<file path="src/rtl/dpram_arb_pkg.sv">
// Shared types and client indices for the dual-port RAM access controller.
package dpram_arb_pkg;

  typedef enum logic {
    ST_CLEAR = 1'b0,
    ST_RUN   = 1'b1
  } state_e;

  localparam int CLI_A = 0;
  localparam int CLI_B = 1;

endpackage

</file>
<file path="src/rtl/dpram_arbiter_rr_arb2.sv">
// Two-requester round-robin arbiter; on a tie the client not granted last wins.
module rr_arb2
  import dpram_arb_pkg::*;
(
  input  logic       clk,
  input  logic       rst_n,
  input  logic [1:0] req,
  output logic [1:0] gnt
);

  // 1 means client B held the most recent grant
  logic last_b_q, last_b_d;

  always_comb begin
    gnt = 2'b00;
    if (req[CLI_A] && (!req[CLI_B] || last_b_q)) begin
      gnt[CLI_A] = 1'b1;
    end else if (req[CLI_B]) begin
      gnt[CLI_B] = 1'b1;
    end
    last_b_d = last_b_q;
    if (gnt[CLI_A]) begin
      last_b_d = 1'b0;
    end else if (gnt[CLI_B]) begin
      last_b_d = 1'b1;
    end
  end

  always_ff @(posedge clk or negedge rst_n) begin
    if (!rst_n) begin
      last_b_q <= 1'b1;
    end else begin
      last_b_q <= last_b_d;
    end
  end

endmodule

</file>
<file path="src/rtl/dpram_arbiter.sv">
// Shares one simple dual-port RAM between two clients; zero-sweeps the RAM after reset or clr.
module dpram_arbiter
  import dpram_arb_pkg::*;
#(
  parameter int MSB      = 8,
  parameter int addrsize = 8
) (
  input  logic                clk,
  input  logic                rst_n,
  input  logic                clr,
  output logic                busy,
  input  logic                a_wreq,
  input  logic [addrsize-1:0] a_waddr,
  input  logic [MSB-1:0]      a_wdata,
  output logic                a_wgnt,
  input  logic                b_wreq,
  input  logic [addrsize-1:0] b_waddr,
  input  logic [MSB-1:0]      b_wdata,
  output logic                b_wgnt,
  input  logic                a_rreq,
  input  logic [addrsize-1:0] a_raddr,
  output logic                a_rgnt,
  output logic [MSB-1:0]      a_rdata,
  output logic                a_rvalid,
  input  logic                b_rreq,
  input  logic [addrsize-1:0] b_raddr,
  output logic                b_rgnt,
  output logic [MSB-1:0]      b_rdata,
  output logic                b_rvalid,
  output logic                ram_we,
  output logic [addrsize-1:0] ram_wa,
  output logic [MSB-1:0]      ram_wd,
  output logic [addrsize-1:0] ram_ra,
  input  logic [MSB-1:0]      ram_rd
);

  state_e              state_q;
  logic [addrsize-1:0] cnt_q;
  logic                run;
  logic [1:0]          wreq, wgnt, rreq, rgnt;
  logic [MSB-1:0]      a_rdata_q, b_rdata_q;
  logic                a_rvalid_q, b_rvalid_q;

  assign run  = (state_q == ST_RUN);
  assign busy = !run;

  // Requests are masked during the sweep so neither pointer moves.
  assign wreq = {b_wreq & run, a_wreq & run};
  assign rreq = {b_rreq & run, a_rreq & run};

  rr_arb2 u_warb (.clk(clk), .rst_n(rst_n), .req(wreq), .gnt(wgnt));
  rr_arb2 u_rarb (.clk(clk), .rst_n(rst_n), .req(rreq), .gnt(rgnt));

  assign a_wgnt = wgnt[CLI_A];
  assign b_wgnt = wgnt[CLI_B];
  assign a_rgnt = rgnt[CLI_A];
  assign b_rgnt = rgnt[CLI_B];

  always_comb begin
    ram_we = 1'b1;
    ram_wa = cnt_q;
    ram_wd = '0;
    if (run) begin
      ram_we = |wgnt;
      ram_wa = wgnt[CLI_B] ? b_waddr : a_waddr;
      ram_wd = wgnt[CLI_B] ? b_wdata : a_wdata;
    end
  end

  assign ram_ra = rgnt[CLI_B] ? b_raddr : (rgnt[CLI_A] ? a_raddr : '0);

  always_ff @(posedge clk or negedge rst_n) begin
    if (!rst_n) begin
      state_q <= ST_CLEAR;
      cnt_q   <= '0;
    end else begin
      case (state_q)
        ST_CLEAR: begin
          if (cnt_q == {addrsize{1'b1}}) begin
            state_q <= ST_RUN;
            cnt_q   <= '0;
          end else begin
            cnt_q <= cnt_q + 1'b1;
          end
        end
        default: begin
          if (clr) begin
            state_q <= ST_CLEAR;
          end
        end
      endcase
    end
  end

  // The RAM read is asynchronous, so capture happens at the edge closing the grant.
  always_ff @(posedge clk or negedge rst_n) begin
    if (!rst_n) begin
      a_rdata_q  <= '0;
      b_rdata_q  <= '0;
      a_rvalid_q <= 1'b0;
      b_rvalid_q <= 1'b0;
    end else begin
      a_rvalid_q <= rgnt[CLI_A];
      b_rvalid_q <= rgnt[CLI_B];
      if (rgnt[CLI_A]) a_rdata_q <= ram_rd;
      if (rgnt[CLI_B]) b_rdata_q <= ram_rd;
    end
  end

  assign a_rdata  = a_rdata_q;
  assign b_rdata  = b_rdata_q;
  assign a_rvalid = a_rvalid_q;
  assign b_rvalid = b_rvalid_q;

endmodule

</file>
<file path="config.mk">
export PLATFORM = sky130hd
export DESIGN_NAME = dpram_arbiter
export DESIGN_NICKNAME = d
export VERILOG_FILES = /design/src/rtl/dpram_arb_pkg.sv /design/src/rtl/dpram_arbiter_rr_arb2.sv /design/src/rtl/dpram_arbiter.sv
export SDC_FILE = /design/constraint.sdc
export NUM_CORES = 1
export LEC_CHECK = 0
export BUFFER_PORTS_ARGS = -buffer_cell sky130_fd_sc_hd__buf_4
export CORE_UTILIZATION = 38
export CTS_CLUSTER_DIAMETER = 60
export DETAILED_ROUTE_END_ITERATION = 6
export GPL_TIMING_DRIVEN = 0
export PLACE_DENSITY = 0.77
export SLEW_MARGIN = 20
export SYNTH_ARGS = -nofsm -noshare
export SYNTH_HDL_FRONTEND = slang
export SYNTH_SLANG_ARGS = --single-unit
</file>
<file path="constraint.sdc">
create_clock -name clk -period 1.7 [get_ports clk]
set_clock_uncertainty 0.15 [all_clocks]
set_input_delay 0.425 -clock clk [delete_from_list [all_inputs] [get_ports clk]]
set_output_delay 0.425 -clock clk [all_outputs]
set_load 0.01 [all_outputs]
</file>
==> results of run 1 <==
## cell families (layout without fill, tap and decap cells)
group / count (synthesis) / count (layout)
xor+xnor: 3 / 3
compound gates: 40 / 40
simple gates: 57 / 58
mux: 18 / 18
buf+inv: 12 / 147
flops: 29 / 29
fa+ha+maj: 1 / 1
## cells in the mapped netlist, drive strengths merged
| library cell | count | area [µm²] |
|---|---|---|
| nand2 | 21 | 86.3 |
| nand4b | 2 | 32.5 |
| mux2i | 1 | 10.0 |
| a221o | 4 | 40.0 |
| a41oi | 1 | 8.76 |
| nor2b | 2 | 12.5 |
| dfrtp | 27 | 676 |
| ha | 1 | 12.5 |
| nand3 | 14 | 70.1 |
| dfstp | 2 | 52.6 |
| and2 | 2 | 13.8 |
| nor2 | 6 | 25.0 |
| and3 | 3 | 18.8 |
| o21ai | 16 | 80.1 |
| a31oi | 4 | 25.0 |
| or4 | 1 | 7.51 |
| buf | 5 | 50.0 |
| inv | 4 | 15.0 |
| and4b | 1 | 10.0 |
| a21bo | 1 | 10.0 |
| or3 | 2 | 12.5 |
| a21oi | 4 | 42.5 |
| a22o | 9 | 78.8 |
| o221ai | 1 | 8.76 |
| and4 | 1 | 8.76 |
| xnor2 | 3 | 26.3 |
| nor3 | 1 | 5.00 |
| clkbuf | 3 | 12.5 |
| nand4 | 1 | 6.26 |
| mux2 | 17 | 199 |
## stage by stage
step           power (mW)  setup slack (ps)
6_report             2.81              -444
5_1_grt              2.96              -496
4_1_cts              2.77              -433
3_5_place_dp         2.06              -242
3_3_place_gp         2.03              -222
2_1_floorplan        1.58             -52.7
## cell usage in the layout (no fill, tap or decap), types with 2 or more instances in the layout
cell,Yosys,routed
a221o_1,4,4
and2_4,0,2
dfrtp_1,27,26
a31oi_1,4,2
nand3_1,14,8
o21ai_0,16,13
buf_6,2,13
nor2b_1,2,2
or3_1,2,2
dfstp_2,2,2
and3_4,0,3
o21ai_2,0,2
nand2_4,1,2
nand2_1,20,18
mux2_4,2,2
buf_4,1,118
a22o_1,9,9
a31oi_2,0,2
a21oi_4,2,2
mux2_2,15,15
nor2_4,0,2
clkbuf_8,0,8
nand3_2,0,6
inv_1,2,2
xnor2_1,3,3
nor2_1,5,5
## flip-flops by register name, summed over array words and instances, names as in the netlist
name,flops
run,1
b_rdata,8
a_rdata,8
u_rarb.last_b_q,1
u_warb.last_b_q,1
b_rvalid,1
cnt_q,8
a_rvalid,1
## layout make-up
| cell class | count | area [µm²] | area share [%] |
|---|---|---|---|
| Clock buffer | 7 | 96.3 | 3.28 |
| Timing Repair Buffer | 127 | 990 | 33.7 |
| Tap cell | 50 | 62.6 | 2.13 |
| Buffer | 8 | 86.3 | 2.94 |
| Multi-Input combinational cell | 120 | 950 | 32.3 |
| Inverter | 4 | 17.5 | 0.597 |
| Sequential cell | 29 | 729 | 24.8 |
| Clock inverter | 1 | 5.00 | 0.170 |
## layer usage
layer | vias up | wire, µm | track usage, %
met5 | - | 0 | 0
met4 | 0 | 80 | 8.85
li1 | 869 | - | -
met3 | 8 | 205 | 5.17
met2 | 52 | 2910 | 35.0
met1 | 921 | 2300 | 28.4
## repair_timing
action	CTS	global route
cloned	3	1
buffers inserted	12	1
hold buffers	1	0
hold endpoints to repair	27	0
resized for setup	22	18
setup endpoints to repair	30	31
pin swaps	10	7
## worst min path at each step
stage	start	endpoint	slack (ps)	cells after the start
floorplan	rst_n	a_rdata[0]	-20	0
global placement	rst_n	a_rdata[0]	210	1
detailed placement	rst_n	a_rdata[0]	220	1
CTS	clr	run	150	2
global route	clr	run	150	2
finish	clr	run	150	2
## report_power, final
part           total (mW)  internal [mW]  switching (mW)
registers            1.05          0.862           0.187
clock network       0.627          0.365           0.262
logic                1.13          0.635           0.496
total                2.81           1.86           0.945
==> flow_metrics.env, run 1 <==
export IMPL_path_class="register to output port"
export IMPL_hold_viol=0
export IMPL_setup_violations=31
export IMPL_synth_simple_gate_area_share_pct=18.7
export IMPL_crit_arrival_ps=1570
export IMPL_root_buffer="clkbuf_8"
export IMPL_gp_congestion=0.779
export IMPL_grt_pass1_wl_um=7380
export IMPL_vias=1850
export IMPL_cts_tree="built"
export IMPL_fmax_mhz=466
export IMPL_synth_cells=160
export IMPL_syn_area_um2=1660
export IMPL_drt_iter0_markers=82
export IMPL_postRouteAntennaNets=0
export IMPL_htreeDepth=2
export IMPL_reg2reg_slack_ps=-20
export IMPL_cap_violations=0
export IMPL_final_max_slew_violation_count=0
export IMPL_cellPowerDensity_nw_per_um2=956
export IMPL_die_w_um=68.0
export IMPL_cp_max_fo=6
export IMPL_clockBufferDepth=2
export IMPL_fin_ws_ps=-444
export IMPL_overflow=0
export IMPL_rows=23
export IMPL_clock_sinks=29
export IMPL_num_io_pins=111
export IMPL_reg2regPathDepth=6
export IMPL_r2r_start="u_rarb.last_b_q"
export IMPL_die_h_um=68.0
export IMPL_holdWs_ps=154
export IMPL_initial_utilization_pct=40.5
export IMPL_clock_latency_ps=280
export IMPL_setup_tns_ps=-10020
export IMPL_grt_use_total_pct=22.0
export IMPL_min_period_ps=2140
export IMPL_status="finished with violations"
export IMPL_final_util_pct=71.9
export IMPL_grt_max_degree=30
export IMPL_synth_fa_ha_area_share_pct=0.755
export IMPL_critPathLaunchType="register"
export IMPL_worst_slew_pin_slew_ps=360
export IMPL_slowest_delay_ps=570
export IMPL_synth_cell_types=41
export IMPL_post_dp_hpwl_um=3700
export IMPL_violations="setup timing"
export IMPL_fill_cells=296
export IMPL_design_area_um2=2940
export IMPL_wl_um=5500
export IMPL_avgSynthCellArea_um2=10.4
export IMPL_crit_end="ram_wa[3]"
export IMPL_yosysSeqAreaShare_pct=44.0
export IMPL_wl_per_cell_um=15.9
export IMPL_hold_class="input port to register"
export IMPL_fp_dieArea_um2=4630
export IMPL_rsz0062_at_grt="yes"
export IMPL_ir_drop_mv=0.639
export IMPL_yosys_warnings=0
export IMPL_critPathLaunch="u_warb.last_b_q"
export IMPL_routed_via_density=5.35
export IMPL_final_period_utilization_pct=126
export IMPL_instances_no_fill=346
export IMPL_crit_cells=4
export IMPL_first_pass_iters=4
export IMPL_cts_buffers=5
export IMPL_area_delta_synth_final_pct=77.3
export IMPL_core_area_um2=4090
export IMPL_synthXorXnorAreaFrac_pct=1.59
export IMPL_n_antenna_cell=0
export IMPL_placed_area_um2=2560
export IMPL_end_kind="output port"
export IMPL_cp_top_family="flip-flops"
export IMPL_synth_top_family_by_area="simple AND/OR/NAND/NOR gates"
export IMPL_syn_nets=224
export IMPL_grt_antenna_before_repair=0
export IMPL_cp_required_ps=1120
export IMPL_timing_critical_path_buf_inv=1
export IMPL_r2r_end="a_rdata[2]"
export IMPL_synthMuxAreaShare_pct=12.6
export IMPL_port_buffers=110
export IMPL_maxSlewHeadroom_pct=76.0
export IMPL_clk_pin_slew_ps=70
export IMPL_synth_seq_cells=29
export IMPL_p_leak_nw=1.45
export IMPL_synth_compound_area_share_pct=17.7
export IMPL_route_detailed_drc=0
export IMPL_cp_cell_sequence="and2_4, nor2_4, a221o_1, buf_6"
export IMPL_placedCellCount=320
export IMPL_drive_gt1_share_pct=63.9
export IMPL_nNetsFinal=359
export IMPL_grt_pass1_vias=1589
export IMPL_slowest_stage="dfstp_2"
(Power assumes the default switching activity.)
==> run 2, diff against run 1 <==
Settings changed: ABC_AREA from default to 1.
==> flow_metrics.env, run 2 <==
export IMPL_status="finished with violations"
export IMPL_violations="setup timing"
export IMPL_sw_frac_of_total_pct=32.6
export IMPL_slowest_stage="dfstp_2"
export IMPL_netlist_top_cells_count="97 x nand2_1, 29 x nand3_1, 27 x dfrtp_1, 27 x inv_1, 18 x o21ai_0"
export IMPL_cellPowerDensity_nw_per_um2=752
export IMPL_setup_violations=30
export IMPL_layout_common_cells="101 x buf_4, 68 x nand2_1, 34 x buf_6"
export IMPL_avgSynthCellArea_um2=7.03
export IMPL_initial_utilization_pct=40.6
export IMPL_routed_via_density=4.75
export IMPL_setup_tns_ps=-10320
export IMPL_ys_flop_type="dfrtp_1"
export IMPL_pre_cts_ws_ps=-258
export IMPL_die_h_um=68.1
export IMPL_synth_cell_types=22
export IMPL_htreeDepth=2
export IMPL_design_area_um2=3190
export IMPL_synth_cells=236
export IMPL_fill_cells=303
export IMPL_critPathLaunchType="register"
export IMPL_port_buffers=110
export IMPL_hold_class="input port to register"
export IMPL_cp_cell_sequence="inv_2, o21ai_4, inv_2, buf_6, nand2_2, nand3_2, buf_6"
export IMPL_placedCellCount=396
export IMPL_vias=2028
export IMPL_synth_seq_cells=29
export IMPL_area_delta_synth_final_pct=92.0
export IMPL_worst_slew_pin_slew_ps=376
export IMPL_cp_required_ps=1120
export IMPL_clk_pin_slew_ps=60
export IMPL_power_internal_mw=1.61
export IMPL_synthXorXnorAreaFrac_pct=1.06
export IMPL_grt_pass1_vias=1809
export IMPL_ir_drop_mv=0.683
export IMPL_yosys_warnings=0
export IMPL_crit_arrival_ps=1540
export IMPL_synth_edf_count=0
export IMPL_rows=23
export IMPL_clock_sinks=29
export IMPL_rsz0062_at_grt="yes"
export IMPL_final_max_slew_violation_count=0
export IMPL_grt_use_total_pct=23.4
export IMPL_end_kind="output port"
export IMPL_synth_simple_gate_area_share_pct=35.8
export IMPL_multi_input_area_um2=930
export IMPL_instances_no_fill=427
export IMPL_nNetsFinal=441
export IMPL_clock_latency_ps=270
export IMPL_cts_buffers=5
export IMPL_synthArstFlopShare_pct=100
export IMPL_reg2reg_slack_ps=10
export IMPL_grt_max_degree=30
export IMPL_fmax_mhz=472
export IMPL_maxSlewHeadroom_pct=74.9
export IMPL_cp_top_family="flip-flops"
export IMPL_n_antenna_cell=0
export IMPL_final_common_cell="buf_4"
export IMPL_post_dp_hpwl_um=3560
export IMPL_power_frac_seq_pct=40.3
export IMPL_hold_viol=0
export IMPL_synthMuxAreaShare_pct=0
export IMPL_holdWs_ps=178
export IMPL_root_buffer="clkbuf_8"
export IMPL_cp_max_fo=5
export IMPL_synth_top_area_share_pct=40.7
export IMPL_fp_dieArea_um2=4630
export IMPL_postRouteAntennaNets=0
export IMPL_clkPwrFrac_pct=23.2
export IMPL_syn_nets=300
export IMPL_wl_per_cell_um=13.4
export IMPL_wl_um=5710
export IMPL_synth_area_leaders="dfrtp_1 41%, nand2_1 22%, nand3_1 8.7%"
export IMPL_core_area_um2=4090
export IMPL_min_period_ps=2120
export IMPL_fin_ws_ps=-418
export IMPL_die_w_um=68.1
export IMPL_yosysMostFrequentCell="nand2_1"
export IMPL_p_leak_nw=1.84
export IMPL_syn_area_um2=1660
export IMPL_gp_congestion=0.755
export IMPL_clockBufferDepth=2
export IMPL_drive_gt1_share_pct=53.3
export IMPL_grt_pass1_wl_um=8000
export IMPL_synth_fa_ha_area_share_pct=0.754
export IMPL_cap_violations=0
export IMPL_yosysSeqAreaShare_pct=43.9
export IMPL_seqCellArea_um2=728
export IMPL_cts_tree="built"
export IMPL_slowest_delay_ps=520
export IMPL_grt_antenna_before_repair=0
export IMPL_p_sw_mw=0.782
export IMPL_combPwrFrac_pct=36.5
export IMPL_num_io_pins=111
export IMPL_overflow=0
export IMPL_final_period_utilization_pct=125
export IMPL_path_class="register to output port"
export IMPL_placed_area_um2=2550
export IMPL_synth_top_family_by_area="simple AND/OR/NAND/NOR gates"
export IMPL_first_pass_iters=4
export IMPL_synth_largest_area_cell="dfrtp_1"
export IMPL_synth_compound_area_share_pct=7.62
export IMPL_timing_critical_path_buf_inv=4
export IMPL_route_detailed_drc=0
export IMPL_drt_iter0_markers=42
run 2: changes by cell type after synthesis, moves of 3 or more:
cell | previous run | this run
mux2_2 | 15 | 0
and3_1 | 3 | 0
a31oi_1 | 4 | 0
nand2_1 | 20 | 97
nor2_1 | 5 | 10
a22o_1 | 9 | 0
a221o_1 | 4 | 0
nand3_1 | 14 | 29
inv_1 | 2 | 27
run 2: final timing paths:
check / startpoint / to / cells past startpoint
worst max-delay path: u_warb.last_b_q / ram_wa[3] / 7
worst min-delay path: clr / run / 2
worst max register to register: run / b_rdata[6] / 11
worst min register to register: a_rdata[2] / a_rdata[2] / 2
max in group asynchronous: rst_n / u_warb.last_b_q / 2
min in group asynchronous: rst_n / b_rdata[2] / 2
run 2: area by class of cell:
cell class / instances / share of cell area (%)
Timing Repair Buffer: 132 / 34.7
Multi-Input combinational cell: 167 / 29.2
Sequential cell: 29 / 22.9
Inverter: 32 / 4.79
Buffer: 8 / 2.99
Clock buffer: 7 / 2.71
Tap cell: 50 / 1.96
Timing Repair inverter: 2 / 0.786
run 2: timing repair:
action,in CTS,in global routing
hold buffers,1,0
pin swaps,21,6
resized for setup,81,31
endpoints found under the hold margin,27,0
setup buffers,11,8
setup endpoints to repair,30,30
gates cloned,3,1
run 2: power by group through the flow:
stage          clock [mW]  sequential, mW  combinational [mW]
2_1_floorplan           0           0.961               0.361
3_3_place_gp            0           0.961               0.759
3_5_place_dp            0           0.968               0.769
4_1_cts             0.568           0.962               0.854
5_1_grt             0.603           0.984               0.971
6_report            0.557           0.965               0.873
run 2: cells by family after synthesis:
group | Yosys count
flops | 29
buf+inv | 40
fa+ha+maj | 1
compound gates | 23
xor+xnor | 2
simple gates | 141
run 2: through the flow:
step	utilization (%)	total power, mW
after CTS	74.3	2.38
after floorplan	-	1.32
after detailed placement	62.5	1.74
final	78.0	2.39
after global placement	62.5	1.72
after global routing	78.0	2.56
run 2: metal layers:
metal / GRT usage, % / routed length, µm / vias up
met4: 5.73 / 42 / 0
met1: 25.8 / 2180 / 928
met2: 42.4 / 2930 / 85
met3: 8.00 / 561 / 5
met5: 0 / 0 / -
li1: - / - / 1010
